## config.mk

```make
export PLATFORM = sky130hd
export DESIGN_NAME = adder_4bit
export DESIGN_NICKNAME = d
export VERILOG_FILES = /design/src/rtl/adder_4bit.sv
export SDC_FILE = /design/constraint.sdc
export NUM_CORES = 1
export LEC_CHECK = 0
export ABC_AREA = 1
export ABC_CLOCK_PERIOD_IN_PS = 6200
export CAP_MARGIN = 25
export CELL_PAD_IN_SITES_DETAIL_PLACEMENT = 1
export CELL_PAD_IN_SITES_GLOBAL_PLACEMENT = 2
export CORE_MARGIN = 2
export CORE_UTILIZATION = 22
export DETAILED_ROUTE_END_ITERATION = 8
export PLACE_DENSITY_LB_ADDON = 0.1
export SYNTH_ARGS = -nofsm -noshare
export SYNTH_HDL_FRONTEND = slang
export SYNTH_SLANG_ARGS = --single-unit
```

## constraint.sdc

```tcl
create_clock -name clk -period 6.2 [get_ports clk]
set_input_delay 1.24 -clock clk [delete_from_list [all_inputs] [get_ports clk]]
set_output_delay 1.24 -clock clk [all_outputs]
set_load 0.05 [all_outputs]
```

## src/rtl/adder_4bit.sv

```systemverilog
// adder_4bit: registered 4-bit ripple-carry adder with carry-out, signed
// overflow, zero flag and a result-valid strobe.
// Optional macro ADDER_4BIT_INREG_EN adds an operand register stage in
// front of the adder (latency 2 instead of 1); results are otherwise identical.
module adder_4bit (
  input  logic       clk,
  input  logic       rst_n,
  input  logic       in_valid,
  input  logic [3:0] a,
  input  logic [3:0] b,
  input  logic       cin,
  output logic [3:0] s,
  output logic       cout,
  output logic       ovf,
  output logic       zero,
  output logic       out_valid
);

  // Operands as seen by the adder (ports, or the optional input stage).
  logic [3:0] op_a;
  logic [3:0] op_b;
  logic       op_cin;
  logic       op_valid;

`ifdef ADDER_4BIT_INREG_EN
  logic [3:0] a_stg_q, a_stg_d;
  logic [3:0] b_stg_q, b_stg_d;
  logic       cin_stg_q, cin_stg_d;
  logic       vld_stg_q, vld_stg_d;

  // Input stage captures the ports every cycle; the valid bit travels along.
  always_comb begin
    a_stg_d   = a;
    b_stg_d   = b;
    cin_stg_d = cin;
    vld_stg_d = in_valid;
  end

  // Input stage register; reset discards any operand in flight.
  always_ff @(posedge clk) begin
    if (!rst_n) begin
      a_stg_q   <= 4'h0;
      b_stg_q   <= 4'h0;
      cin_stg_q <= 1'b0;
      vld_stg_q <= 1'b0;
    end else begin
      a_stg_q   <= a_stg_d;
      b_stg_q   <= b_stg_d;
      cin_stg_q <= cin_stg_d;
      vld_stg_q <= vld_stg_d;
    end
  end

  assign op_a     = a_stg_q;
  assign op_b     = b_stg_q;
  assign op_cin   = cin_stg_q;
  assign op_valid = vld_stg_q;
`else
  assign op_a     = a;
  assign op_b     = b;
  assign op_cin   = cin;
  assign op_valid = in_valid;
`endif

  // Ripple chain: carry[i] is the carry into cell i, carry[4] is the carry-out.
  logic [4:0] carry;
  logic [3:0] sum;

  // Four full-adder cells chained from cin.
  always_comb begin
    carry    = 5'b0;
    sum      = 4'h0;
    carry[0] = op_cin;
    for (int i = 0; i < 4; i++) begin
      sum[i]     = op_a[i] ^ op_b[i] ^ carry[i];
      carry[i+1] = (op_a[i] & op_b[i]) | (carry[i] & (op_a[i] ^ op_b[i]));
    end
  end

  logic [3:0] s_q, s_d;
  logic       cout_q, cout_d;
  logic       ovf_q, ovf_d;
  logic       zero_q, zero_d;
  logic       out_valid_q, out_valid_d;

  // Load a new result and flags on a qualified operand, otherwise hold them.
  always_comb begin
    s_d         = s_q;
    cout_d      = cout_q;
    ovf_d       = ovf_q;
    zero_d      = zero_q;
    out_valid_d = op_valid;
    if (op_valid) begin
      s_d    = sum;
      cout_d = carry[4];
      // Signed overflow: carry into the sign bit differs from carry out of it.
      ovf_d  = carry[3] ^ carry[4];
      // Zero looks at the 4-bit sum only; the carry-out is ignored.
      zero_d = (sum == 4'h0);
    end
  end

  // Output registers with synchronous active-low reset.
  always_ff @(posedge clk) begin
    if (!rst_n) begin
      s_q         <= 4'h0;
      cout_q      <= 1'b0;
      ovf_q       <= 1'b0;
      zero_q      <= 1'b0;
      out_valid_q <= 1'b0;
    end else begin
      s_q         <= s_d;
      cout_q      <= cout_d;
      ovf_q       <= ovf_d;
      zero_q      <= zero_d;
      out_valid_q <= out_valid_d;
    end
  end

  assign s         = s_q;
  assign cout      = cout_q;
  assign ovf       = ovf_q;
  assign zero      = zero_q;
  assign out_valid = out_valid_q;

endmodule

```

==> impl_metrics.tcl, run 1 <==
set metrics [dict create \
    status "finished clean" \
    core_area_mm2 0.00173 \
    yosys.area.top_type "dfxtp_1" \
    layout.cells.non_filler 90 \
    antenna_found_initial 0 \
    final_core_util 0.367 \
    setup_violations 0 \
    initial_core_util 0.233 \
    clock_sinks 8 \
    antennaDiodeCount 0 \
    ant_nets 0 \
    pre_cts_ws_ps 2500 \
    cts.path.max_buffers 2 \
    drive_above_1_share 0.123 \
    layout.nets 83 \
    leakage_nw 0.264 \
    final_cell_mix "19 x clkdlybuf4s50_1, 8 x dfxtp_1, 7 x nor2_1" \
    hold_violations 0 \
    synth_top_family_by_area "adder cells" \
    dp_hpwl_um 703 \
    period_needed_ps 3420 \
    io_buffers 19 \
    die_y_um 46.7 \
    fmax_ghz 0.292 \
    cp_max_fo 3 \
    critPathKind "input port to register" \
    design_area_um2 634 \
    grt-ovfl-total 0 \
    slew_viol_final 0 \
    ioPinCount 20 \
    min_period_over_period 0.552 \
    tns_ps 0 \
    synth_warnings 0 \
    power_density_mw_per_mm2 230 \
    root_buffer "clkbuf_4" \
    maxCapViolations 0 \
    yosys.area.top_type_share 0.399 \
    cts_setup_buffers 0 \
    critPathMaxStageDelay_ps 440 \
    synthSimpleGateAreaFrac 0.199 \
    layout_setup_ws_ps 2780 \
    clock_skew_ps 0 \
    mostFrequentLayoutCell "clkdlybuf4s50_1" \
    ys_seq_area_frac 0.399 \
    cp_data_arrival_time_ps 3570 \
    routed_wl_um 839 \
    cts_tree "done" \
    grt_pass1_vias 373 \
    ys_ff_latch 8 \
    synth.avg_cell_area_um2 9.13 \
    ys_types 15 \
    wl_per_cell_um 9.32 \
    rsz0062_at_grt "no" \
    slew_headroom 0.668 \
    cts-htree-levels 1 \
    tightest_slew_ps 496 \
    worst_path_max_delay_cell "fa_1" \
    dieWidth_um 46.7 \
    num_vias 358 \
    drc 0 \
    synth.area.mux_share 0 \
    ir_drop_uv 106 \
    post_cts_resized 0 \
    crit_required_ps 6350 \
    clkSlewWorstSetupHoldPaths_ps 50 \
    firstDrtPassIters 2 \
    synth_cells 44 \
    fp-row-count 15 \
    clock_latency_ps 250 \
    syn-cell-area_um2 402 \
    synthXorXnorAreaFrac 0 \
    cp_common_cell "fa_1" \
    place_congestion 0.656 \
    numCtsBuffers 3 \
    die_area_mm2 0.00218 \
    startpoint_type "input port" \
    syn_to_final_growth_pct 57.9 \
    path_delay_family "adder cells" \
    via_per_inst 3.98 \
    postCtsHoldBufs 0 \
    path_cells "clkdlybuf4s50_1 -> fa_1 -> fa_1 -> fa_1 -> inv_1 -> fa_1 -> nand3_2 -> a21oi_2" \
    syn_nets 60 \
    worst_hold_path_type "register to register" \
    drtIter0Drc 1 \
    grt_max_degree 12 \
    critPathBufInv 2 \
    track_usage 0.104 \
    yosys.area_share.adder 0.199 \
    synth_compound_area_frac 0.109 \
    synthTopCellsByArea "dfxtp_1 40%, fa_1 20%, nor2_1 6.5%, o21ai_1 6.2%, inv_1 5.6%" \
    placed_cell_area_um2 612 \
    cp-end-kind "register" \
    grt_pass1_wl_mm 1.57 \
    post-place-cells 87 \
]
[sequential cells by signal, summed over array words and instances (netlist names)]
register and cells:
zero 1, ovf 1, cout 1, out_valid 1, s 4
[area by class of cell]
cell class	count	area, µm²
Timing Repair Buffer	19	190
Fill cell	217	1090
Sequential cell	8	160
Inverter	7	26.3
Multi-Input combinational cell	28	204
Clock buffer	3	22.5
Tap cell	25	31.3
[synthesized netlist by cell type]
cell	n
nor2_4	1
a21oi_2	1
buf_6	1
dfxtp_1	8
inv_1	6
nand3_1	1
or2_1	1
inv_2	1
nor2_2	1
nor2_1	7
o21ai_1	5
a21oi_1	2
nand2_1	4
fa_1	4
nand3_2	1
[layer usage]
| layer | GRT usage | part of all wire |
|---|---|---|
| met1 | 0.123 | 0.44 |
| met2 | 0.169 | 0.51 |
| met3 | 0.0588 | 0.054 |
| met4 | 0.0167 | 0 |
| met5 | 0 | 0 |
[path summary, 6_finish.rpt]
kind | from | endpoint | cells past startpoint | slack [ps]
worst min-delay path | s[1]$_SDFFE_PN0P_ | s[1]$_SDFFE_PN0P_ | 2 | 480
worst min register to register | s[1]$_SDFFE_PN0P_ | s[1]$_SDFFE_PN0P_ | 2 | 480
worst max register to register | ovf$_SDFFE_PN0P_ | ovf$_SDFFE_PN0P_ | 4 | 5570
worst max-delay path | a[0] | zero$_SDFFE_PN0P_ | 8 | 2780
[worst register-to-register path, delay by kind of cell, from the launching register on]
| family | cells | cell delay (ps) |
|---|---|---|
| DFF | 1 | 340 |
| and+or+nand+nor | 3 | 200 |
| buffers and inverters | 1 | 40 |
[power by group]
part	total [mW]	switching [mW]	internal [mW]
Combinational	0.0495	0.0286	0.0210
Sequential	0.0576	0.00196	0.0557
Clock	0.0390	0.0169	0.0221
[kinds of logic (layout without fill, tap and decap cells)]
group,Yosys count,in the layout
AOI/OAI and AO/OA,8,8
adders and majority gates,4,4
buffers and inverters,8,29
DFF,8,8
and+or+nand+nor,16,16
[through the flow]
step	total power [mW]	hold WS (ps)
final	0.146	479
after detailed placement	0.109	472
after global routing	0.156	521
after global placement	0.109	471
after CTS	0.150	486
after floorplan	0.0900	703
Power figures use the tool's default switching activity.
==> run 2, diff against run 1 <==
--- a/config.mk
+++ b/config.mk
@@ -6,12 +6,12 @@
 export NUM_CORES = 1
 export LEC_CHECK = 0
 export ABC_AREA = 1
-export ABC_CLOCK_PERIOD_IN_PS = 6200
+export ABC_CLOCK_PERIOD_IN_PS = 2900
 export CAP_MARGIN = 25
 export CELL_PAD_IN_SITES_DETAIL_PLACEMENT = 1
 export CELL_PAD_IN_SITES_GLOBAL_PLACEMENT = 2
 export CORE_MARGIN = 2
-export CORE_UTILIZATION = 22
+export CORE_UTILIZATION = 18
 export DETAILED_ROUTE_END_ITERATION = 8
 export PLACE_DENSITY_LB_ADDON = 0.1
 export SYNTH_ARGS = -nofsm -noshare
==> constraint.sdc (replaced) <==
create_clock -name clk -period 2.9 [get_ports clk]
set_input_delay 0.58 -clock clk [delete_from_list [all_inputs] [get_ports clk]]
set_output_delay 0.58 -clock clk [all_outputs]
set_load 0.05 [all_outputs]
==> impl_metrics.tcl, run 2 (same netlist as run 1, synthesis figures left out) <==
set metrics [dict create \
    worst_hold_path_type "register to register" \
    initial_core_util 0.185 \
    power_density_mw_per_mm2 487 \
    layout.nets 85 \
    worst_path_max_delay_cell "fa_1" \
    cts-htree-levels 1 \
    min_period_over_period 0.954 \
    largest_reg_flops 4 \
    wl_per_cell_um 9.44 \
    placed_cell_area_um2 631 \
    layout.cells.non_filler 95 \
    fmax_ghz 0.361 \
    post_cts_resized 0 \
    clock_latency_ps 250 \
    cts.path.max_buffers 2 \
    track_usage 0.0890 \
    grt-ovfl-total 0 \
    startpoint_type "input port" \
    crit_required_ps 3050 \
    die_area_mm2 0.00263 \
    dieWidth_um 51.2 \
    grt_pass1_vias 386 \
    clkSlewWorstSetupHoldPaths_ps 50 \
    routed_wl_um 897 \
    ioPinCount 20 \
    critPathMaxStageDelay_ps 460 \
    cts_tree "done" \
    syn_to_final_growth_pct 62.6 \
    hold_violations 0 \
    r2r-end "ovf$_SDFFE_PN0P_" \
    postCtsHoldBufs 0 \
    core_area_mm2 0.00217 \
    grt_max_degree 12 \
    via_per_inst 3.84 \
    grt_pass1_wl_mm 1.62 \
    die_y_um 51.2 \
    r2r-start "ovf$_SDFFE_PN0P_" \
    hold_end "zero$_SDFFE_PN0P_" \
    slew_headroom 0.667 \
    place_congestion 0.667 \
    rsz0062_at_grt "no" \
    mostFrequentLayoutCell "clkdlybuf4s50_1" \
    holdPathStages 2 \
    dp_hpwl_um 735 \
    leakage_nw 0.274 \
    ir_drop_uv 283 \
    antennaDiodeCount 0 \
    rrSetupSlack_ps 2280 \
    fp-row-count 17 \
    maxCapViolations 0 \
    root_buffer "clkbuf_4" \
    tightest_slew_ps 498 \
    drtIter0Drc 2 \
    cp_data_arrival_time_ps 2910 \
    final_cell_mix "19 x clkdlybuf4s50_1, 8 x dfxtp_1, 7 x nor2_1" \
    cp_common_cell "fa_1" \
    firstDrtPassIters 4 \
    rr_worst_depth 4 \
    antenna_found_initial 0 \
    cp-end-kind "register" \
    clock_skew_ps 0 \
    cts_setup_buffers 0 \
    status "finished clean" \
    min_from "zero$_SDFFE_PN0P_" \
    cp_max_fo 2 \
    post-place-cells 92 \
    critPathKind "input port to register" \
    setup_violations 0 \
    crit_start "a[0]" \
    design_area_um2 653 \
    numCtsBuffers 3 \
    drive_above_1_share 0.149 \
    period_needed_ps 2770 \
    ant_nets 0 \
    num_vias 365 \
    drc 0 \
    clock_sinks 8 \
    path_cells "clkdlybuf4s50_1 -> fa_1 -> fa_1 -> fa_1 -> inv_1 -> fa_1 -> nand3_2 -> a21oi_2" \
    io_buffers 19 \
    slew_viol_final 0 \
]
==> run 2: area by class of cell <==
cell class | instances | area (µm²)
multi-input cells | 28 | 204
flip-flops and latches | 8 | 160
fillers | 269 | 1520
clock buffers | 3 | 22.5
well taps | 28 | 35.0
repair buffers | 21 | 205
inverters | 7 | 26.3
==> run 2: report_power, final <==
part	switching, mW	internal [mW]	total, mW
clock network	0.0362	0.0472	0.0835
logic	0.0626	0.0483	0.111
registers	0.00439	0.119	0.123
==> run 2: how the worst max path moves through the flow <==
stage	end	slack (ps)
3_5_place_dp	zero$_SDFFE_PN0P_	-160
6_report	zero$_SDFFE_PN0P_	130
3_3_place_gp	zero$_SDFFE_PN0P_	-160
2_1_floorplan	zero$_SDFFE_PN0P_	380
5_1_grt	zero$_SDFFE_PN0P_	50
4_1_cts	zero$_SDFFE_PN0P_	110
==> run 2: metal layers <==
layer / GRT usage / wire (µm)
met1: 0.0883 / 364
met2: 0.145 / 453
met3: 0.0673 / 79
met4: 0.0263 / 0
met5: 0 / 0
==> run 2: worst max-delay path, delay by kind of cell <==
kind | cells | cell delay (ps)
AO/OA/AOI/OAI | 1 | 50
adder cells (fa/ha/maj) | 4 | 1680
buffers and inverters | 2 | 510
AND/OR/NAND/NOR | 1 | 110
==> run 2: per-stage QoR <==
step	setup TNS (ps)	worst slack (ps)	hold slack (ps)	util	power, mW
floorplan	0	383	678	-	0.192
global placement	-310	-158	468	0.291	0.239
detailed placement	-330	-160	477	0.291	0.239
CTS	0	110	489	0.301	0.327
global route	0	49.3	505	0.301	0.342
finish	0	133	485	0.301	0.318
